### src/rtl/network_vn_arbiter_pkg.sv
// ============================================================================
// Module      : network_vn_arbiter_pkg
// Description : Flit type encodings, arbiter state and bus slicing helpers
// Revision    : 1.0 - initial release
// ============================================================================
`default_nettype none

package network_vn_arbiter_pkg;

  localparam logic [1:0] HEADER      = 2'd0;
  localparam logic [1:0] BODY        = 2'd1;
  localparam logic [1:0] TAIL        = 2'd2;
  localparam logic [1:0] HEADER_TAIL = 2'd3;

  typedef enum logic [0:0] {
    IDLE   = 1'b0,
    LOCKED = 1'b1
  } state_t;

  // Low bit position of slice vn in a flattened bus of width-bit fields.
  function automatic int unsigned vn_lsb(input int unsigned vn, input int unsigned width);
    return vn * width;
  endfunction

  function automatic logic is_header_type(input logic [1:0] flit_type);
    return (flit_type == HEADER) || (flit_type == HEADER_TAIL);
  endfunction

endpackage

`default_nettype wire

### src/rtl/network_vn_packet_arbiter_rr_arbiter.sv
// ============================================================================
// Module      : rr_arbiter
// Description : Combinational round-robin pick starting at a supplied pointer
// Revision    : 1.0 - initial release
// ============================================================================
`default_nettype none

module rr_arbiter #(
  parameter int NUM_REQ   = 3,
  parameter int IDX_WIDTH = 2
) (
  input  logic [NUM_REQ-1:0]   i_req,
  input  logic [IDX_WIDTH-1:0] i_ptr,
  output logic [NUM_REQ-1:0]   o_grant,
  output logic [IDX_WIDTH-1:0] o_grant_idx,
  output logic                 o_grant_valid
);

  always_comb begin
    o_grant       = '0;
    o_grant_idx   = '0;
    o_grant_valid = 1'b0;
    // Offset i from the pointer selects candidate (ptr + i) mod N.
    for (int i = 0; i < NUM_REQ; i++) begin
      for (int j = 0; j < NUM_REQ; j++) begin
        if (!o_grant_valid && i_req[j] &&
            (j == ((int'(i_ptr) + i) % NUM_REQ))) begin
          o_grant_valid = 1'b1;
          o_grant[j]    = 1'b1;
          o_grant_idx   = IDX_WIDTH'(j);
        end
      end
    end
  end

endmodule

`default_nettype wire

### src/rtl/network_vn_packet_arbiter.sv
// ============================================================================
// Module      : network_vn_packet_arbiter
// Description : Packet-granular round-robin merge of per-VN flit streams
// Revision    : 1.0 - initial release
// ============================================================================
`default_nettype none

module network_vn_packet_arbiter
  import network_vn_arbiter_pkg::*;
#(
  parameter int FlitWidth               = 64,
  parameter int FlitTypeWidth           = 2,
  parameter int BroadcastWidth          = 1,
  parameter int NumberOfVirtualNetworks = 3,
  parameter int VirtualNetworkIdWidth   = 2
) (
  input  logic                                              clk_network_i,
  input  logic                                              rst_network_i,
  input  logic [NumberOfVirtualNetworks-1:0]                vn_valid_i,
  output logic [NumberOfVirtualNetworks-1:0]                vn_ready_o,
  input  logic [NumberOfVirtualNetworks*FlitWidth-1:0]      vn_flit_i,
  input  logic [NumberOfVirtualNetworks*FlitTypeWidth-1:0]  vn_flit_type_i,
  input  logic [NumberOfVirtualNetworks*BroadcastWidth-1:0] vn_broadcast_i,
  output logic                                              network_valid_o,
  input  logic                                              network_ready_i,
  output logic [FlitWidth-1:0]                              network_flit_o,
  output logic [FlitTypeWidth-1:0]                          network_flit_type_o,
  output logic [BroadcastWidth-1:0]                         network_broadcast_o,
  output logic [VirtualNetworkIdWidth-1:0]                  network_virtual_network_id_o,
  output logic                                              protocol_error_o
);

  localparam int N = NumberOfVirtualNetworks;
  localparam int W = VirtualNetworkIdWidth;

  state_t                    r_state, w_state_next;
  logic [W-1:0]              r_lock_vn, w_lock_vn_next;
  logic [W-1:0]              r_ptr, w_ptr_next;

  logic                      r_valid;
  logic [FlitWidth-1:0]      r_flit;
  logic [FlitTypeWidth-1:0]  r_type;
  logic [BroadcastWidth-1:0] r_bcast;
  logic [W-1:0]              r_vn_id;
  logic                      r_err;

  logic [FlitWidth-1:0]      w_flit  [N];
  logic [FlitTypeWidth-1:0]  w_type  [N];
  logic [BroadcastWidth-1:0] w_bcast [N];
  logic [N-1:0]              w_eligible, w_illegal;

  logic [N-1:0]              w_rr_grant, w_sel_oh;
  logic [W-1:0]              w_rr_idx, w_sel_idx;
  logic                      w_rr_valid;
  logic                      w_can_load, w_sel_valid, w_load, w_err;
  logic [FlitWidth-1:0]      w_flit_sel;
  logic [FlitTypeWidth-1:0]  w_type_sel;
  logic [BroadcastWidth-1:0] w_bcast_sel;

  generate
    for (genvar k = 0; k < N; k++) begin : g_slice
      assign w_flit[k]     = vn_flit_i[vn_lsb(k, FlitWidth) +: FlitWidth];
      assign w_type[k]     = vn_flit_type_i[vn_lsb(k, FlitTypeWidth) +: FlitTypeWidth];
      assign w_bcast[k]    = vn_broadcast_i[vn_lsb(k, BroadcastWidth) +: BroadcastWidth];
      assign w_eligible[k] = vn_valid_i[k] && is_header_type(w_type[k]);
      assign w_illegal[k]  = vn_valid_i[k] && !is_header_type(w_type[k]);
    end
  endgenerate

  rr_arbiter #(
    .NUM_REQ   (N),
    .IDX_WIDTH (W)
  ) u_rr_arbiter (
    .i_req         (w_eligible),
    .i_ptr         (r_ptr),
    .o_grant       (w_rr_grant),
    .o_grant_idx   (w_rr_idx),
    .o_grant_valid (w_rr_valid)
  );

  assign w_can_load = !r_valid || network_ready_i;

  always_comb begin
    w_sel_oh       = '0;
    w_sel_idx      = r_lock_vn;
    w_sel_valid    = 1'b0;
    w_flit_sel     = '0;
    w_type_sel     = '0;
    w_bcast_sel    = '0;
    w_err          = 1'b0;
    w_state_next   = r_state;
    w_lock_vn_next = r_lock_vn;
    w_ptr_next     = r_ptr;
    vn_ready_o     = '0;

    if (r_state == IDLE) begin
      w_sel_oh    = w_rr_grant;
      w_sel_idx   = w_rr_idx;
      w_sel_valid = w_rr_valid;
    end else begin
      for (int k = 0; k < N; k++) begin
        if (r_lock_vn == W'(k)) w_sel_oh[k] = 1'b1;
      end
      w_sel_valid = |(w_sel_oh & vn_valid_i);
    end

    for (int k = 0; k < N; k++) begin
      if (w_sel_oh[k]) begin
        w_flit_sel  = w_flit[k];
        w_type_sel  = w_type[k];
        w_bcast_sel = w_bcast[k];
      end
    end

    w_load     = w_can_load && w_sel_valid;
    vn_ready_o = w_sel_oh & {N{w_can_load}};

    if (r_state == IDLE) begin
      // Stray body/tail flits are swallowed regardless of output backpressure.
      vn_ready_o = vn_ready_o | w_illegal;
      w_err      = |w_illegal;
      if (w_load) begin
        w_ptr_next = (w_sel_idx == W'(N - 1)) ? '0 : w_sel_idx + 1'b1;
        if (w_type_sel == HEADER) begin
          w_state_next   = LOCKED;
          w_lock_vn_next = w_sel_idx;
        end
      end
    end else if (w_load) begin
      w_err = is_header_type(w_type_sel);
      if (w_type_sel == TAIL) w_state_next = IDLE;
    end
  end

  always_ff @(posedge clk_network_i or posedge rst_network_i) begin
    if (rst_network_i) begin
      r_state   <= IDLE;
      r_lock_vn <= '0;
      r_ptr     <= '0;
    end else begin
      r_state   <= w_state_next;
      r_lock_vn <= w_lock_vn_next;
      r_ptr     <= w_ptr_next;
    end
  end

  // The error flag is registered with the output stage so every output is a flop.
  always_ff @(posedge clk_network_i or posedge rst_network_i) begin
    if (rst_network_i) begin
      r_valid <= 1'b0;
      r_flit  <= '0;
      r_type  <= '0;
      r_bcast <= '0;
      r_vn_id <= '0;
      r_err   <= 1'b0;
    end else begin
      r_err <= w_err;
      if (w_load) begin
        r_valid <= 1'b1;
        r_flit  <= w_flit_sel;
        r_type  <= w_type_sel;
        r_bcast <= w_bcast_sel;
        r_vn_id <= w_sel_idx;
      end else if (network_ready_i) begin
        r_valid <= 1'b0;
      end
    end
  end

  assign network_valid_o              = r_valid;
  assign network_flit_o               = r_flit;
  assign network_flit_type_o          = r_type;
  assign network_broadcast_o          = r_bcast;
  assign network_virtual_network_id_o = r_vn_id;
  assign protocol_error_o             = r_err;

endmodule

`default_nettype wire
### config.mk
export PLATFORM = sky130hd
export DESIGN_NAME = network_vn_packet_arbiter
export DESIGN_NICKNAME = d
export VERILOG_FILES = /design/src/rtl/network_vn_arbiter_pkg.sv /design/src/rtl/network_vn_packet_arbiter_rr_arbiter.sv /design/src/rtl/network_vn_packet_arbiter.sv
export SDC_FILE = /design/constraint.sdc
export NUM_CORES = 1
export LEC_CHECK = 0
export BUFFER_PORTS_ARGS = -buffer_cell sky130_fd_sc_hd__buf_4
export CAP_MARGIN = 20
export CORE_AREA = 2 2 109 111
export DETAILED_ROUTE_END_ITERATION = 10
export DIE_AREA = 0 0 111 113
export PLACE_DENSITY = 0.79
export SLEW_MARGIN = 25
export SYNTH_ARGS = -nofsm -noshare
export SYNTH_HDL_FRONTEND = slang
export SYNTH_SLANG_ARGS = --single-unit
### constraint.sdc
create_clock -name clk_network_i -period 5.85 [get_ports clk_network_i]
set_input_delay 0.585 -clock clk_network_i [delete_from_list [all_inputs] [get_ports clk_network_i]]
set_output_delay 0.585 -clock clk_network_i [all_outputs]
set_load 0.05 [all_outputs]
==> out/metrics.yaml <==
clock_tree:
  numCtsBuffers: 9
  clockRootBuffer: "clkbuf_16"
  cts.clk_slew.worst_paths_ns: 0.06
  post_cts.repair.setup_buffers: 0
  clk_latency_ns: 0.33
  cts.path.max_buffers: 2
  cts_tree: "done"
  htree_levels: 3
  ctsHoldBuffers: 0
  post_cts_resized: 0
  cts.sinks: 76
critical_path:
  critical_path.top_delay_family: "buffers and inverters"
  worstRegToRegCells: 9
  path_depth: 7
  slowest_delay_ns: 0.82
  crit_slowest_cell: "dfrtp_1"
  critPathMaxFanout: 43
  cp_cell_sequence: "nand2b_1 -> o22ai_1 -> a31o_2 -> buf_4 -> inv_1 -> o22ai_1 -> buf_4"
  cp-startpoint: "r_state"
  worstReg2RegEnd: "r_lock_vn[0]"
  critical_path.endpoint_type: "primary output"
  path_buf_inv: 3
  cp-start-kind: "register"
  worst-r2r-setup-slack_ns: 2.21
  setup.worst_path.class: "register to primary output"
  critPathCapture: "vn_ready_o[0]"
  worstReg2RegStart: "r_state"
  worstPathArrival_ns: 3.20
  crit_required_ns: 5.27
power:
  leakage_nw: 3.14
  irDropWorstVdd_mv: 0.360
  p_per_area_mw_per_mm2: 641
grt:
  grt_pass1_wl_um: 25400
  track_usage_pct: 25.1
  antenna_found_initial: 0
  grt_overflow: 0
  grt_max_degree: 77
  grt_pass1_vias: 4994
flow_run:
  maxCapViolations: 0
sta:
  setup_violations: 0
  slew_violations: 0
  rsz0062_at_grt: "false"
  final.period_utilization_pct: 64.7
  fin_skew_ns: 0.00678
  tightest_slew_ns: 0.953
  hold_viol: 0
  max_freq_ghz: 0.264
  hold_ws_ns: 0.429
  relSlewSlack_pct: 36.3
  finalCriticalPeriod_ns: 3.78
  worst_slack_ns: 2.07
  setup_tns_ns: 0
logic_synthesis:
  async_flop_share_pct: 100
  yosysWarnings: 0
  post_synth_inst_count: 465
  ys_seq_elements: 76
  synth_fp_nets: 676
  ys_seq_area_share_pct: 42.9
  ys_types: 52
  synth_area_mm2: 0.00444
  syn_area_per_cell_um2: 9.54
  synth-edff-count: 0
  synthFlopType: "dfrtp_1"
drt:
  drcViolationCount: 0
  detail-route-antenna-nets: 0
  via_count: 4873
  wl_um: 15900
  wire_per_inst_um: 18.4
  drt_iter0_markers: 419
  routed_via_density: 5.64
  dr.pass1.iters: 5
floorplan:
  num_rows: 39
  io_pins: 281
  die_y_um: 113
  coreArea_mm2: 0.0113
  dieArea_mm2: 0.0125
  start_util_pct: 39.3
  die_w_um: 111
final_layout:
  drive_gt1_share_pct: 48.0
  areaGrowthSynthToFinish_pct: 52.5
  num_antenna_cells: 0
  nFillCells: 942
  nNetsFinal: 927
  final_util_pct: 60.0
  final_cell_mix: "buf_4 (286), dfrtp_1 (76), nand2_1 (74)"
  final_common_cell: "buf_4"
worst_hold_path:
  hold_class: "input pin to asynchronous set/reset pin"
placement:
  place_ws_ns: 2.10
  place_congestion: 0.860
  portBuffers: 280
  hpwlAfterDp_um: 11500
outcome:
  status: "finished, final reports clean"
synth_stat cells, drive strengths merged (2+ instances only):
library cell | count | share of area (%)
o21ai | 135 | 16
dfrtp | 76 | 43
nand2 | 74 | 6.3
a221oi | 66 | 16
buf | 25 | 4.3
clkbuf | 22 | 1.9
nor2 | 9 | 0.93
inv | 6 | 0.51
a21oi | 4 | 0.45
ha | 4 | 1.1
nand2b | 4 | 0.56
o22ai | 4 | 0.56
a31oi | 3 | 0.42
mux2 | 3 | 0.76
xnor2 | 3 | 0.76
nand3b | 2 | 0.34
o32ai | 2 | 0.99
or2 | 2 | 0.28
power by group:
group          switching, W  total, W  leakage (nW)  internal [W]
logic               0.00196   0.00291          2.05      0.000951
registers          0.000158  0.000928         0.963      0.000770
clock network      0.000202  0.000500         0.131      0.000298
total               0.00232   0.00434          3.14       0.00202
registers in the layout, indices dropped and copies added, names as in the netlist:
signal and flops:
r_lock_vn 2, network_virtual_network_id_o 2, network_flit_o 64, network_valid_o 1
r_state 1, network_flit_type_o 2, r_ptr 2, protocol_error_o 1
network_broadcast_o 1
stage by stage:
stage / instances / total power, W / instance area (µm²)
after global placement: 848 / 0.00378 / 6490
after floorplan: 465 / 0.00309 / 4440
final: 864 / 0.00434 / 6760
after detailed placement: 848 / 0.00386 / 6490
after global routing: 864 / 0.00463 / 6760
after CTS: 864 / 0.00437 / 6760
per-layer routing:
| metal | up-vias | track usage, % | wire length [µm] |
|---|---|---|---|
| met2 | 253 | 44.5 | 8070 |
| met1 | 2331 | 29.8 | 6150 |
| met3 | 28 | 5.25 | 1240 |
| met4 | 0 | 10.4 | 408 |
| met5 | - | 0 | 0 |
| li1 | 2261 | - | - |
kinds of logic (layout without fill, tap and decap cells):
group | count (synthesis) | count (layout) | synth area share, %
adders and majority gates | 4 | 4 | 1.13
DFF | 76 | 76 | 42.9
buffers and inverters | 53 | 309 | 6.71
xor gates and xnor gates | 4 | 4 | 0.959
muxes | 4 | 4 | 0.987
and+or+nand+nor | 95 | 95 | 8.91
AOI/OAI and AO/OA | 229 | 229 | 38.4
tightest hold or removal path: stages:
cell	delay, ns
buf_4	0.11
clkinv_2	0.04
buf_6	0.52
layout make-up:
class | instances | area, µm² | share of cell area [%]
Tap cell | 143 | 179 | 2.65
Multi-Input combinational cell | 336 | 2240 | 33.1
Clock inverter | 2 | 10.0 | 0.148
Clock buffer | 14 | 254 | 3.76
Inverter | 6 | 23.8 | 0.352
Timing Repair Buffer | 287 | 2160 | 31.9
Sequential cell | 76 | 1900 | 28.1
worst min path at each step:
stage                             from                 end  slack [ns]  cells after the start
finish                   rst_network_i  network_flit_o[46]        0.43                      3
global route             rst_network_i  network_flit_o[46]        0.51                      3
CTS                 network_flit_o[50]  network_flit_o[50]        0.48                      2
detailed placement  network_flit_o[50]  network_flit_o[50]        0.47                      2
global placement    network_flit_o[46]  network_flit_o[46]        0.47                      2
floorplan                     r_ptr[0]            r_ptr[0]        0.49                      2
Power figures use the tool's default switching activity.
